$ cat src/rtl/cp0_except_ctrl.sv
`timescale 1ns/1ps
// cp0_except_ctrl: sequences the CP0 register writes for exception entry and
// eret. The block stalls the pipeline while it writes EPC, Cause and Status
// through the CP0 write port, then flushes the pipeline for one cycle and
// redirects fetch. WB-stage mtc0 writes are forwarded so that decisions use
// the values the CP0 registers are about to hold.
module cp0_except_ctrl (
   input  logic        clk,
   input  logic        rst,
   input  logic [31:0] excepttype_i,
   input  logic [31:0] pc_i,
   input  logic        is_in_delayslot_i,
   input  logic [31:0] status_i,
   input  logic [31:0] cause_i,
   input  logic [31:0] epc_i,
   input  logic        wb_cp0_we_i,
   input  logic [4:0]  wb_cp0_waddr_i,
   input  logic [31:0] wb_cp0_data_i,
   output logic        cp0_we_o,
   output logic [4:0]  cp0_waddr_o,
   output logic [31:0] cp0_data_o,
   output logic        stall_o,
   output logic        flush_o,
   output logic [31:0] new_pc_o
);

   localparam logic [31:0] EXC_VECTOR = 32'h0000_0020;
   localparam logic [4:0]  ADDR_STATUS = 5'd12;
   localparam logic [4:0]  ADDR_CAUSE  = 5'd13;
   localparam logic [4:0]  ADDR_EPC    = 5'd14;
   localparam logic [4:0]  EXC_INT = 5'h00;
   localparam logic [4:0]  EXC_SYS = 5'h08;
   localparam logic [4:0]  EXC_RI  = 5'h0a;
   localparam logic [4:0]  EXC_TR  = 5'h0d;
   localparam logic [4:0]  EXC_OV  = 5'h0c;

   typedef enum logic [2:0] {
      S_IDLE,
      S_W_EPC,
      S_W_CAUSE,
      S_W_STATUS,
      S_W_ERET,
      S_REDIRECT
   } state_t;

   state_t      state, state_nx;
   logic [31:0] eff_status, eff_cause, eff_epc;
   logic        irq_pending;
   logic        exc_hit, eret_hit;
   logic [4:0]  exc_code;

   logic [4:0]  cap_code;
   logic [31:0] cap_pc;
   logic        cap_bd;
   logic [31:0] cap_status;
   logic [31:0] cap_cause;
   logic [31:0] cap_target;

   // Forward a pending WB-stage mtc0 write into the effective CP0 view.
   always_comb begin
      eff_status = status_i;
      eff_cause  = cause_i;
      eff_epc    = epc_i;
      if (wb_cp0_we_i && (wb_cp0_waddr_i == ADDR_STATUS)) eff_status = wb_cp0_data_i;
      if (wb_cp0_we_i && (wb_cp0_waddr_i == ADDR_EPC))    eff_epc    = wb_cp0_data_i;
      if (wb_cp0_we_i && (wb_cp0_waddr_i == ADDR_CAUSE))  eff_cause[9:8] = wb_cp0_data_i[9:8];
      irq_pending = eff_status[0] && !eff_status[1] &&
                    ((eff_cause[15:8] & eff_status[15:8]) != 8'h00);
   end

   // Prioritise pending events; a zero pc marks a bubble, so only interrupts count there.
   always_comb begin
      exc_hit  = 1'b0;
      eret_hit = 1'b0;
      exc_code = EXC_INT;
      if (irq_pending) begin
         exc_hit = 1'b1;
      end else if (pc_i != 32'h0) begin
         if (excepttype_i[8]) begin
            exc_hit = 1'b1; exc_code = EXC_SYS;
         end else if (excepttype_i[9]) begin
            exc_hit = 1'b1; exc_code = EXC_RI;
         end else if (excepttype_i[10]) begin
            exc_hit = 1'b1; exc_code = EXC_TR;
         end else if (excepttype_i[11]) begin
            exc_hit = 1'b1; exc_code = EXC_OV;
         end else if (excepttype_i[12]) begin
            eret_hit = 1'b1;
         end
      end
   end

   // State register and event capture; captures only change on an IDLE detection.
   always_ff @(posedge clk or negedge rst) begin
      if (!rst) begin
         state      <= S_IDLE;
         cap_code   <= 5'h0;
         cap_pc     <= 32'h0;
         cap_bd     <= 1'b0;
         cap_status <= 32'h0;
         cap_cause  <= 32'h0;
         cap_target <= 32'h0;
      end else begin
         state <= state_nx;
         if (state == S_IDLE) begin
            if (exc_hit) begin
               cap_code   <= exc_code;
               cap_pc     <= pc_i;
               cap_bd     <= is_in_delayslot_i;
               cap_status <= eff_status;
               cap_cause  <= eff_cause;
               cap_target <= EXC_VECTOR;
            end else if (eret_hit) begin
               cap_status <= eff_status;
               cap_target <= eff_epc;
            end
         end
      end
   end

   // Next state and outputs; everything is forced low while reset is held.
   always_comb begin
      state_nx    = state;
      cp0_we_o    = 1'b0;
      cp0_waddr_o = 5'h0;
      cp0_data_o  = 32'h0;
      stall_o     = 1'b0;
      flush_o     = 1'b0;
      new_pc_o    = 32'h0;
      case (state)
         S_IDLE: begin
            if (exc_hit) begin
               stall_o  = 1'b1;
               state_nx = S_W_EPC;
            end else if (eret_hit) begin
               stall_o  = 1'b1;
               state_nx = S_W_ERET;
            end
         end
         S_W_EPC: begin
            stall_o     = 1'b1;
            cp0_we_o    = 1'b1;
            cp0_waddr_o = ADDR_EPC;
            cp0_data_o  = cap_bd ? (cap_pc - 32'd4) : cap_pc;
            state_nx    = S_W_CAUSE;
         end
         S_W_CAUSE: begin
            stall_o     = 1'b1;
            cp0_we_o    = 1'b1;
            cp0_waddr_o = ADDR_CAUSE;
            cp0_data_o  = {cap_bd, cap_cause[30:7], cap_code, cap_cause[1:0]};
            state_nx    = S_W_STATUS;
         end
         S_W_STATUS: begin
            stall_o     = 1'b1;
            cp0_we_o    = 1'b1;
            cp0_waddr_o = ADDR_STATUS;
            cp0_data_o  = cap_status | 32'h0000_0002;
            state_nx    = S_REDIRECT;
         end
         S_W_ERET: begin
            stall_o     = 1'b1;
            cp0_we_o    = 1'b1;
            cp0_waddr_o = ADDR_STATUS;
            cp0_data_o  = cap_status & ~32'h0000_0002;
            state_nx    = S_REDIRECT;
         end
         S_REDIRECT: begin
            flush_o  = 1'b1;
            new_pc_o = cap_target;
            state_nx = S_IDLE;
         end
         default: state_nx = S_IDLE;
      endcase
      if (!rst) begin
         cp0_we_o    = 1'b0;
         cp0_waddr_o = 5'h0;
         cp0_data_o  = 32'h0;
         stall_o     = 1'b0;
         flush_o     = 1'b0;
         new_pc_o    = 32'h0;
      end
   end

endmodule

$ cat config.mk
export PLATFORM = sky130hd
export DESIGN_NAME = cp0_except_ctrl
export DESIGN_NICKNAME = d
export VERILOG_FILES = /design/src/rtl/cp0_except_ctrl.sv
export SDC_FILE = /design/constraint.sdc
export NUM_CORES = 1
export LEC_CHECK = 0
export BUFFER_PORTS_ARGS = -buffer_cell sky130_fd_sc_hd__buf_2
export CAP_MARGIN = 20
export CORE_MARGIN = 2
export CORE_UTILIZATION = 39
export DETAILED_ROUTE_END_ITERATION = 12
export GPL_TIMING_DRIVEN = 1
export PLACE_DENSITY = 0.65
export SLEW_MARGIN = 30
export SYNTH_ARGS = -nofsm -noshare
export SYNTH_HDL_FRONTEND = slang
export SYNTH_SLANG_ARGS = --single-unit
$ cat constraint.sdc
create_clock -name clk -period 3 [get_ports clk]
set_input_delay 0.45 -clock clk [delete_from_list [all_inputs] [get_ports clk]]
set_output_delay 0.45 -clock clk [all_outputs]
set_load 0.05 [all_outputs]
After elaboration in Yosys (flattened, before gate mapping)
Index checks and enable logic that the tools add are counted.
- register bits: 136
- bits in latches: 0
- RAM bits: 0
- ROM bits: 0
- input port bits: 201
- memories kept: 0
- add/subtract/negate cells: 1
- multiply operators: 0
- div/mod/pow operators: 0
- $lt $le $gt $ge: 0
- equal/unequal tests: 9
- shift-type cells: 0
- muxes and demuxes: 44
- bitwise logic cells: 1
- reduce and logical (&&, ||, !) cells: 14
- operators with widths (kind ; number):
    $mux 32 ; 10
    $pmux 32 s4 ; 1
    $reduce_bool 32->1 ; 1
    $sub 32x3->32 const B ; 1
    $mux 4 ; 6
    $mux 1 ; 20
    $eq 5x4->1 const B ; 3
    $pmux 3 s4 ; 1
    $pmux 4 s3 ; 1
    $and 8x8->8 ; 1
    $reduce_bool 8->1 ; 1
    $eq 3x2->1 const B ; 2
    $eq 3x3->1 const B ; 2
    $mux 3 ; 2
    $logic_and 1x1->1 ; 5
    $mux 5 ; 1
    $reduce_and 2->1 ; 2
    $reduce_or 4->1 ; 1
    $eq 3x1->1 const B ; 1
    $logic_not 3->1 ; 1
    $ne 3x3->1 const B ; 1
    $mux 2 ; 1
    $pmux 1 s2 ; 1
    $reduce_bool 2->1 ; 1
    other kinds (2) ; 2

Depth between registers and ports, before layout
Gate-level depths: netlist (run 1).
- depth after elaboration: 11
- depth in mapped cells: 11

Worst setup path after synthesis (run 1)
OpenSTA, ideal clock, no wires.
- path type: input to output
- from: input port wb_cp0_waddr_i[4]
- to: output port stall_o
- arrival: 2.564 ns
- required time: 2.550 ns
- slack: -0.014 ns
- stages on the path: 8
- buffers on the path: 2
- cell sequence: nand4b_4 -> or3_1 -> buf_2 -> mux2_4 -> a221o_1 -> o21a_1 -> buf_2 -> o311a_1
- word-level cells in the longest chain between the ends: 11
- RTL lines (element ; line ; source):
    from (decl) ; 17 ; input logic [4:0] wb_cp0_waddr_i,
    $eq 5x4->1 (on tied branches) ; 66, 64 ;
    $logic_and 1x1->1 (on tied branches) ; 66, 64 ;
    $mux 2 / $mux 32 (equally long branches) ; 66, 64 ;
    $and 8x8->8 / $logic_not 1->1 (equally long branches) ; 68, 67 ;
    $reduce_bool 8->1 / $logic_and 1x1->1 (equally long branches) ; 68, 67 ;
    $logic_and 1x1->1 (*) ; 67 ; irq_pending = eff_status[0] && !eff_status[1] &&
    $mux 1 ; 76 ; if (irq_pending) begin
    $mux 1 ; 135 ; end else if (eret_hit) begin
    $mux 1 (*) ; 132 ; if (exc_hit) begin
    $pmux 1 s2 (*) ; 130 ; case (state)
    $mux 1 (*) ; 175 ; if (!rst) begin
    to (decl) ; 22 ; output logic stall_o,
Mark *: on every way between the ends. The rest lies on a longest branch, timed or not.

Worst setup path after layout (run 1)
- from: register cap_pc[8]
- to: output port cp0_data_o[14]
- word-level cells in the longest chain between the ends: 4
- RTL lines (element ; line ; source):
    from (decl) ; 53 ; logic [31:0] cap_pc;
    from (signal assigned) ; 108 ; cap_pc <= pc_i;
    $sub 32x3->32 ; 144 ; cp0_data_o = cap_bd ? (cap_pc - 32'd4) : cap_pc;
    $mux 32 ; 144 ;
    $pmux 32 s4 ; 130 ;
    $mux 32 ; 175 ;
    to (decl) ; 21 ; output logic [31:0] cp0_data_o,
Every way passes these cells.

==> results of run 1 <==
[worst paths after layout]
path	from	slack, ps	end
worst min register to register	cap_target[11]$_DFFE_PN0P_	480	cap_target[11]$_DFFE_PN0P_
min in group clk	cause_i[19]	250	cap_cause[19]$_DFFE_PN0P_
worst max-delay path	cap_pc[8]$_DFFE_PN0P_	-140	cp0_data_o[14]
worst min-delay path	rst	100	cap_pc[1]$_DFFE_PN0P_
worst max register to register	state[2]$_DFFE_PN0P_	860	cap_cause[22]$_DFFE_PN0P_
max in group asynchronous	rst	1940	cap_target[13]$_DFFE_PN0P_
[per-layer routing]
metal / wire, µm / global-route usage / vias up
met2: 11300 / 0.385 / 224
met3: 1310 / 0.0489 / 41
met1: 9260 / 0.289 / 3115
met4: 468 / 0.0763 / 0
li1: - / - / 3015
met5: 0 / 0 / -
[synth_stat cells, types with 9 or more instances]
cell / n / area share
xnor2_1: 12 / 0.015
xor2_1: 16 / 0.019
clkbuf_1: 29 / 0.015
mux2i_1: 33 / 0.046
dfrtp_1: 129 / 0.45
inv_1: 11 / 0.0057
nor2_1: 47 / 0.025
mux2_2: 93 / 0.15
o2bb2ai_1: 34 / 0.041
and2_1: 34 / 0.030
a22oi_1: 9 / 0.0094
nand2_1: 102 / 0.053
nor4_1: 18 / 0.016
a222oi_1: 24 / 0.033
[metrics by stage]
step / hold slack, ps / setup WS, ps / utilization
after floorplan: 154 / 5.86 / -
after global placement: 464 / -176 / 0.492
after detailed placement: 468 / -185 / 0.492
after CTS: 104 / -104 / 0.543
after global routing: 132 / -304 / 0.555
final: 97.1 / -139 / 0.555
[report_power, final]
| part | switching [mW] | leakage [nW] | internal [mW] |
|---|---|---|---|
| Combinational | 2.44 | 2.82 | 2.02 |
| Sequential | 0.625 | 1.58 | 2.46 |
| Clock | 0.769 | 0.313 | 1.50 |
| Total | 3.83 | 4.71 | 5.98 |
[layout make-up]
class                   count  area share
repair buffers            298       0.185
clock inverters             8      0.0149
well taps                 229      0.0286
clock buffers              24      0.0501
inverters                  11     0.00413
flip-flops and latches    129       0.323
multi-input cells         498       0.395
[state kept, by name, summed over array words and instances (netlist names)]
| register | cells |
|---|---|
| cap_bd | 1 |
| cap_cause | 26 |
| state | 3 |
| cap_target | 32 |
| cap_pc | 32 |
| cap_code | 4 |
| cap_status | 31 |
[cell usage in the layout (no fill, tap or decap), drive strengths merged, types with 18 or more instances in the layout]
cell type  instances
nand2            102
buf              298
a222oi            24
nor4              18
dfrtp            129
mux2              98
o2bb2ai           34
mux2i             33
clkbuf            24
and2              34
nor2              47
[cells by family after synthesis]
kind of cell / Yosys count / share of synthesized area
AOI/OAI and AO/OA: 98 / 0.115
xor gates and xnor gates: 28 / 0.0341
DFF: 129 / 0.449
other: 1 / 0.000522
and+or+nand+nor: 239 / 0.159
buffers and inverters: 58 / 0.0411
adders and majority gates: 1 / 0.00174
muxes: 131 / 0.200
[repair_timing]
item                       CTS  global route
setup buffers                5             7
setup endpoints to repair   22            22
pin swaps                   26            39
resized for setup           56            42
==> results.sh, run 1 <==
export IMPL_status="complete, but fails checks"
export IMPL_violations="setup timing"
export IMPL_yosysWarnings=0
export IMPL_critPathRequiredTime_ps=2550
export IMPL_drc=0
export IMPL_grt_overflow_total=0
export IMPL_syn_avg_cell_area_um2=10.5
export IMPL_critPathKind="reg -> out"
export IMPL_placedCellCount=1153
export IMPL_htreeDepth=4
export IMPL_detail_route_wirelength_um=22400
export IMPL_clk_pin_slew_ps=60
export IMPL_synth_area_mm2=0.00719
export IMPL_start_util=0.399
export IMPL_netlist_instances=685
export IMPL_synth_edf_count=0
export IMPL_dpl_cell_area_mm2=0.00888
export IMPL_clock_sinks=129
export IMPL_cap_viol_max_count=0
export IMPL_hp_class="in -> async"
export IMPL_die_w_um=140
export IMPL_ant_nets=0
export IMPL_seq_area_frac_synth=0.449
export IMPL_antenna_cells=0
export IMPL_cp_slowest_cell="or4_4"
export IMPL_finish_cell_count_without_fillers=1197
export IMPL_powerDensity_mw_per_mm2=981
export IMPL_cp_max_fo=2
export IMPL_cts_root_buffer="clkbuf_16"
export IMPL_async_reset_ff_frac=1.00
export IMPL_startpoint_type="flip-flop"
export IMPL_ctsHoldBuffers=0
export IMPL_path_cells="nor4_4 > nor2b_4 > nand2_2 > or4_4 > xnor2_2 > a222oi_1 > nor2_1 > buf_6"
export IMPL_cts_tree="yes"
export IMPL_cp_end_kind="output pin"
export IMPL_rows=49
export IMPL_nNetsFinal=1157
export IMPL_drtPass1Iterations=6
export IMPL_fin_ws_ps=-139
export IMPL_vias_per_cell=5.34
export IMPL_grt_pass1_wl_um=34300
export IMPL_fin_crit_sh=1.05
export IMPL_antenna_found_initial=1
export IMPL_slowest_delay_ps=430
export IMPL_tightest_slew_ps=883
export IMPL_port_buffers=238
export IMPL_cp_arrival_ps=2690
export IMPL_critPathBufInv=1
export IMPL_rr_worst_depth=4
export IMPL_syn2layout_area_growth_pct=39.3
export IMPL_place_gp_congestion=0.877
export IMPL_core_area_mm2=0.0180
export IMPL_multiInputGateArea_mm2=0.00395
export IMPL_die_h_um=140
export IMPL_vias=6395
export IMPL_skew_ps=8.90
export IMPL_grt_pass1_vias=6353
export IMPL_fin_crit_ps=3140
export IMPL_wl_per_cell_um=18.7
export IMPL_grt_usage=0.227
export IMPL_drive_above_1_share=0.481
export IMPL_fin_area_mm2=0.0100
export IMPL_power_leakage_nw=4.71
export IMPL_clockBufferDepth=2
export IMPL_clock_latency_ps=420
export IMPL_first_iter_violations=447
export IMPL_tns_ps=-641
export IMPL_final_seq_area_mm2=0.00323
export IMPL_finalSetupViolations=9
export IMPL_relSlewSlack=0.407
export IMPL_synth_nets=887
export IMPL_hold_viol=0
export IMPL_synth_seq_cells=129
export IMPL_hpwl_um=16500
export IMPL_yosysUniqueCellTypes=48
export IMPL_total_power_mw=9.82
export IMPL_cp_depth=8
export IMPL_synth_ff_type="dfrtp_1"
export IMPL_grt_max_degree=51
export IMPL_vdd_drop_max_uv=823
export IMPL_numCtsBuffers=17
export IMPL_max_freq_mhz=319
export IMPL_path_delay_family="simple AND/OR/NAND/NOR gates"
export IMPL_fillers=1606
export IMPL_slew_viol_final=0
export IMPL_io_pins=273
export IMPL_die_area_mm2=0.0195
export IMPL_rsz0062_at_grt="yes"
Power figures use the tool's default switching activity.
==> run 2: changes to the inputs <==
Settings changed: REMOVE_ABC_BUFFERS from default to 1.
==> results.sh, run 2 (same netlist as run 1, synthesis figures left out) <==
export IMPL_grt_pass1_vias=6447
export IMPL_relSlewSlack=0.485
export IMPL_slowest_delay_ps=440
export IMPL_hpwl_um=17200
export IMPL_port_buffers=238
export IMPL_die_area_mm2=0.0195
export IMPL_fin_crit_sh=1.05
export IMPL_io_pins=273
export IMPL_power_leakage_nw=4.73
export IMPL_slew_viol_final=0
export IMPL_antenna_found_initial=1
export IMPL_vias=6502
export IMPL_skew_ps=5.72
export IMPL_mostFrequentLayoutCells="214 x buf_2, 125 x dfrtp_1, 100 x nand2_1, 93 x mux2_2, 57 x buf_4"
export IMPL_cp_arrival_ps=2710
export IMPL_vdd_drop_max_uv=644
export IMPL_layout_commonest_cell="buf_2"
export IMPL_die_h_um=140
export IMPL_path_delay_family="simple AND/OR/NAND/NOR gates"
export IMPL_critPathKind="reg -> out"
export IMPL_grt_max_degree=59
export IMPL_cts_root_buffer="clkbuf_16"
export IMPL_drtPass1Iterations=6
export IMPL_syn2layout_area_growth_pct=40.3
export IMPL_first_iter_violations=519
export IMPL_rows=49
export IMPL_wl_per_cell_um=19.4
export IMPL_largestRegisters="cap_pc (32), cap_target (32), cap_status (31)"
export IMPL_grt_overflow_total=0
export IMPL_place_gp_congestion=0.878
export IMPL_die_w_um=140
export IMPL_numCtsBuffers=17
export IMPL_cp_slowest_cell="or4_4"
export IMPL_finalSetupViolations=12
export IMPL_clock_latency_ps=420
export IMPL_clock_sinks=129
export IMPL_cp_end_kind="output pin"
export IMPL_nNetsFinal=1160
export IMPL_utilization=0.559
export IMPL_htreeDepth=4
export IMPL_grt_pass1_wl_um=35900
export IMPL_ant_nets=0
export IMPL_startpoint_type="flip-flop"
export IMPL_tightest_slew_ps=766
export IMPL_total_power_mw=9.97
export IMPL_start_util=0.399
export IMPL_core_area_mm2=0.0180
export IMPL_preCtsSetupSlack_ps=-337
export IMPL_status="complete, but fails checks"
export IMPL_critPathRequiredTime_ps=2550
export IMPL_fin_crit_ps=3160
export IMPL_cts_tree="yes"
export IMPL_violations="setup timing"
export IMPL_fillers=1588
export IMPL_drive_above_1_share=0.492
export IMPL_whs_ps=236
export IMPL_grt_usage=0.238
export IMPL_cap_viol_max_count=0
export IMPL_rsz0062_at_grt="yes"
export IMPL_vias_per_cell=5.41
export IMPL_cp_max_fo=3
export IMPL_clockBufferDepth=2
export IMPL_clk_pin_slew_ps=60
export IMPL_critPathBufInv=2
export IMPL_detail_route_wirelength_um=23300
export IMPL_powerDensity_mw_per_mm2=989
export IMPL_fin_ws_ps=-158
export IMPL_path_cells="nor4_4 > buf_4 > nor2b_4 > nand2_2 > or4_4 > xnor2_2 > a222oi_1 > nor2_1 > buf_6"
export IMPL_hp_class="in -> reg"
export IMPL_max_freq_mhz=317
export IMPL_drc=0
export IMPL_hold_viol=0
-- run 2: cell count changes in the layout (fill, tap and decap cells not counted), sizes merged --
cell / delta
diode: +1
clkinv: +2
bufinv: +1
clkbuf: -2
dlygate4sd3: +1
clkinvlp: -1
buf: +2
-- run 2: where the power goes --
group	internal, mW	total, mW	switching, mW
clock	1.58	2.36	0.776
sequential	2.46	3.07	0.611
combinational	2.05	4.54	2.49
-- run 2: worst register-to-register path: cells and delay by family (launching register included) --
family	cells	cell delay, ps
compound gates	1	150
buf+inv	1	240
flops	1	500
mux	1	370
simple gates	1	690
-- run 2: what timing repair did --
| item | in CTS | in global routing |
|---|---|---|
| endpoints found under the hold margin | 18 | 0 |
| resized for setup | 65 | 38 |
| hold buffers | 1 | 0 |
| pin swaps | 17 | 23 |
| gates cloned | 0 | 0 |
| setup endpoints to repair | 22 | 22 |
| buffers inserted | 9 | 4 |
-- run 2: metrics by stage --
step | std cells | instance area (µm²) | setup TNS (ps)
3_5_place_dp | 1154 | 8870 | -32040
4_1_cts | 1196 | 9880 | -1250
3_3_place_gp | 1154 | 8870 | -29880
2_1_floorplan | 638 | 6930 | -214670
6_report | 1201 | 10100 | -846
5_1_grt | 1200 | 10100 | -2570
-- run 2: final timing paths --
kind,start,endpoint,slack [ps],depth (start not counted)
setup reg to reg,state[2]$_DFFE_PN0P_,cap_cause[19]$_DFFE_PN0P_,940,4
max in group asynchronous,rst,cap_target[18]$_DFFE_PN0P_,800,4
hold reg to reg,cap_target[9]$_DFFE_PN0P_,cap_target[9]$_DFFE_PN0P_,480,1
hold / removal,cause_i[22],cap_cause[22]$_DFFE_PN0P_,240,2
min in group asynchronous,rst,state[0]$_DFFE_PN0P_,440,2
setup / recovery,cap_pc[9]$_DFFE_PN0P_,cp0_data_o[14],-160,9
-- run 2: final cells by class --
cell class / count / area (µm²) / share of cell area
timing repair buffer: 301 / 1880 / 0.186
multi-input combinational: 498 / 3970 / 0.394
clock buffer: 22 / 494 / 0.0490
antenna: 1 / 2.50 / 0.000248
clock inverter: 10 / 178 / 0.0176
sequential: 129 / 3230 / 0.321
inverter: 11 / 41.3 / 0.00410
tap: 229 / 287 / 0.0284
-- run 2: metal layers --
metal	GRT usage	vias to the layer above	routed length, µm
met2	0.382	278	11100
li1	-	3028	-
met5	0	-	0
met1	0.316	3171	10000
met3	0.0606	25	1820
met4	0.0753	0	389
==> run 3: changes to the inputs <==
Settings changed: PLACE_DENSITY 0.65 to 0.66.
==> results.sh, run 3 (same netlist as run 1, synthesis figures left out) <==
export IMPL_dpl_cell_area_mm2=0.00884
export IMPL_cap_viol_max_count=0
export IMPL_multiInputGateArea_mm2=0.00396
export IMPL_rows=49
export IMPL_grt_overflow_total=0
export IMPL_tightest_slew_ps=796
export IMPL_vias=6470
export IMPL_preCtsSetupSlack_ps=-367
export IMPL_cp_slowest_cell="or4_4"
export IMPL_ant_nets=0
export IMPL_htreeDepth=4
export IMPL_drc=0
export IMPL_placedCellCount=1149
export IMPL_start_util=0.399
export IMPL_die_area_mm2=0.0195
export IMPL_fillers=1590
export IMPL_fin_crit_sh=1.06
export IMPL_rsz0062_at_grt="yes"
export IMPL_mostFrequentLayoutCells="215 x buf_2, 126 x dfrtp_1, 101 x nand2_1, 93 x mux2_2, 58 x buf_4"
export IMPL_fin_crit_ps=3180
export IMPL_syn2layout_area_growth_pct=39.7
export IMPL_crit_path_frequent_cell="buf_6"
export IMPL_final_seq_area_mm2=0.00323
export IMPL_clockBufferDepth=2
export IMPL_finalSetupViolations=16
export IMPL_skew_ps=8.72
export IMPL_grt_usage=0.236
export IMPL_cp_end_kind="output pin"
export IMPL_violations="setup timing"
export IMPL_nNetsFinal=1161
export IMPL_path_cells="or4_4 > buf_6 > or2_4 > buf_6 > nor4_4 > xor2_1 > a222oi_1 > nor2_1 > buf_6"
export IMPL_fin_area_mm2=0.0100
export IMPL_fin_ws_ps=-182
export IMPL_grt_pass1_vias=6604
export IMPL_hold_viol=0
export IMPL_cp_max_fo=5
export IMPL_vdd_drop_max_uv=610
export IMPL_wl_per_cell_um=19.2
export IMPL_grt_max_degree=62
export IMPL_first_iter_violations=365
export IMPL_detail_route_wirelength_um=23100
export IMPL_power_leakage_nw=4.72
export IMPL_core_area_mm2=0.0180
export IMPL_cts_tree="yes"
export IMPL_clk_pin_slew_ps=50
export IMPL_antenna_found_initial=1
export IMPL_whs_ps=229
export IMPL_critPathRequiredTime_ps=2550
export IMPL_layout_commonest_cell="buf_2"
export IMPL_hp_class="in -> reg"
export IMPL_slowest_delay_ps=560
export IMPL_slew_viol_final=0
export IMPL_drtPass1Iterations=8
export IMPL_grt_pass1_wl_um=35900
export IMPL_max_freq_mhz=314
export IMPL_port_buffers=238
export IMPL_largestRegisters="cap_pc (32), cap_target (32), cap_status (31)"
export IMPL_hpwl_um=16900
export IMPL_total_power_mw=9.84
export IMPL_startpoint_type="flip-flop"
export IMPL_clock_latency_ps=430
export IMPL_place_gp_congestion=0.861
export IMPL_vias_per_cell=5.38
export IMPL_critPathKind="reg -> out"
export IMPL_cts_root_buffer="clkbuf_16"
export IMPL_powerDensity_mw_per_mm2=980
export IMPL_path_delay_family="simple AND/OR/NAND/NOR gates"
export IMPL_finish_cell_count_without_fillers=1202
export IMPL_critPathBufInv=3
export IMPL_die_w_um=140
export IMPL_drive_above_1_share=0.489
export IMPL_cp_arrival_ps=2730
export IMPL_die_h_um=140
export IMPL_status="complete, but fails checks"
export IMPL_numCtsBuffers=17
export IMPL_io_pins=273
export IMPL_clock_sinks=129
export IMPL_relSlewSlack=0.470
[run 3: cell types whose count changed in the layout (fill, tap and decap cells not counted), moves of 2 or more]
cell,previous run,this run
nor2_4,5,3
nor2_2,1,3
clkbuf_8,5,7
bufinv_16,5,3
nor4_4,6,8
nor4_2,2,0
clkinvlp_4,1,4
buf_6,24,22
clkinv_2,4,0
[run 3: report_power, final]
group / internal (mW) / switching [mW] / leakage [nW]
combinational: 2.06 / 2.49 / 2.84
clock: 1.46 / 0.774 / 0.304
sequential: 2.46 / 0.590 / 1.58
[run 3: layout make-up]
| cell class | count | share of cell area |
|---|---|---|
| Clock inverter | 7 | 0.0120 |
| Multi-Input combinational cell | 498 | 0.394 |
| Timing Repair Buffer | 302 | 0.187 |
| Sequential cell | 129 | 0.322 |
| Tap cell | 229 | 0.0285 |
| Antenna cell | 1 | 0.000249 |
| Clock buffer | 25 | 0.0523 |
| Inverter | 11 | 0.00411 |
[run 3: final timing paths]
| kind | start | to | slack (ps) | cells after the start |
|---|---|---|---|---|
| setup / recovery | cap_pc[14]$_DFFE_PN0P_ | cp0_data_o[20] | -180 | 9 |
| hold / removal | cause_i[21] | cap_cause[21]$_DFFE_PN0P_ | 230 | 2 |
| setup reg to reg | state[2]$_DFFE_PN0P_ | cap_cause[19]$_DFFE_PN0P_ | 940 | 4 |
| hold reg to reg | cap_target[16]$_DFFE_PN0P_ | cap_target[16]$_DFFE_PN0P_ | 480 | 1 |
| max in group asynchronous | rst | cap_pc[25]$_DFFE_PN0P_ | 1480 | 3 |
| min in group asynchronous | rst | state[0]$_DFFE_PN0P_ | 440 | 2 |
[run 3: timing repair]
item | in CTS | in global routing
endpoints found under the setup margin | 22 | 21
endpoints found under the hold margin | 18 | 0
setup buffers | 15 | 4
pin swaps | 20 | 34
hold buffers | 1 | 0
gates resized for setup | 60 | 39
[run 3: layer usage]
layer / vias to the layer above / share of wire / global-route usage
met5: - / 0 / 0
met4: 0 / 0.012 / 0.0605
met3: 25 / 0.070 / 0.0585
met2: 247 / 0.49 / 0.396
met1: 3169 / 0.43 / 0.307
li1: 3029 / - / -
[run 3: through the flow]
stage	util	setup TNS [ps]
after CTS	0.547	-1510
after global routing	0.557	-3590
after global placement	0.490	-27630
after floorplan	-	-214670
final	0.557	-1370
after detailed placement	0.490	-32240
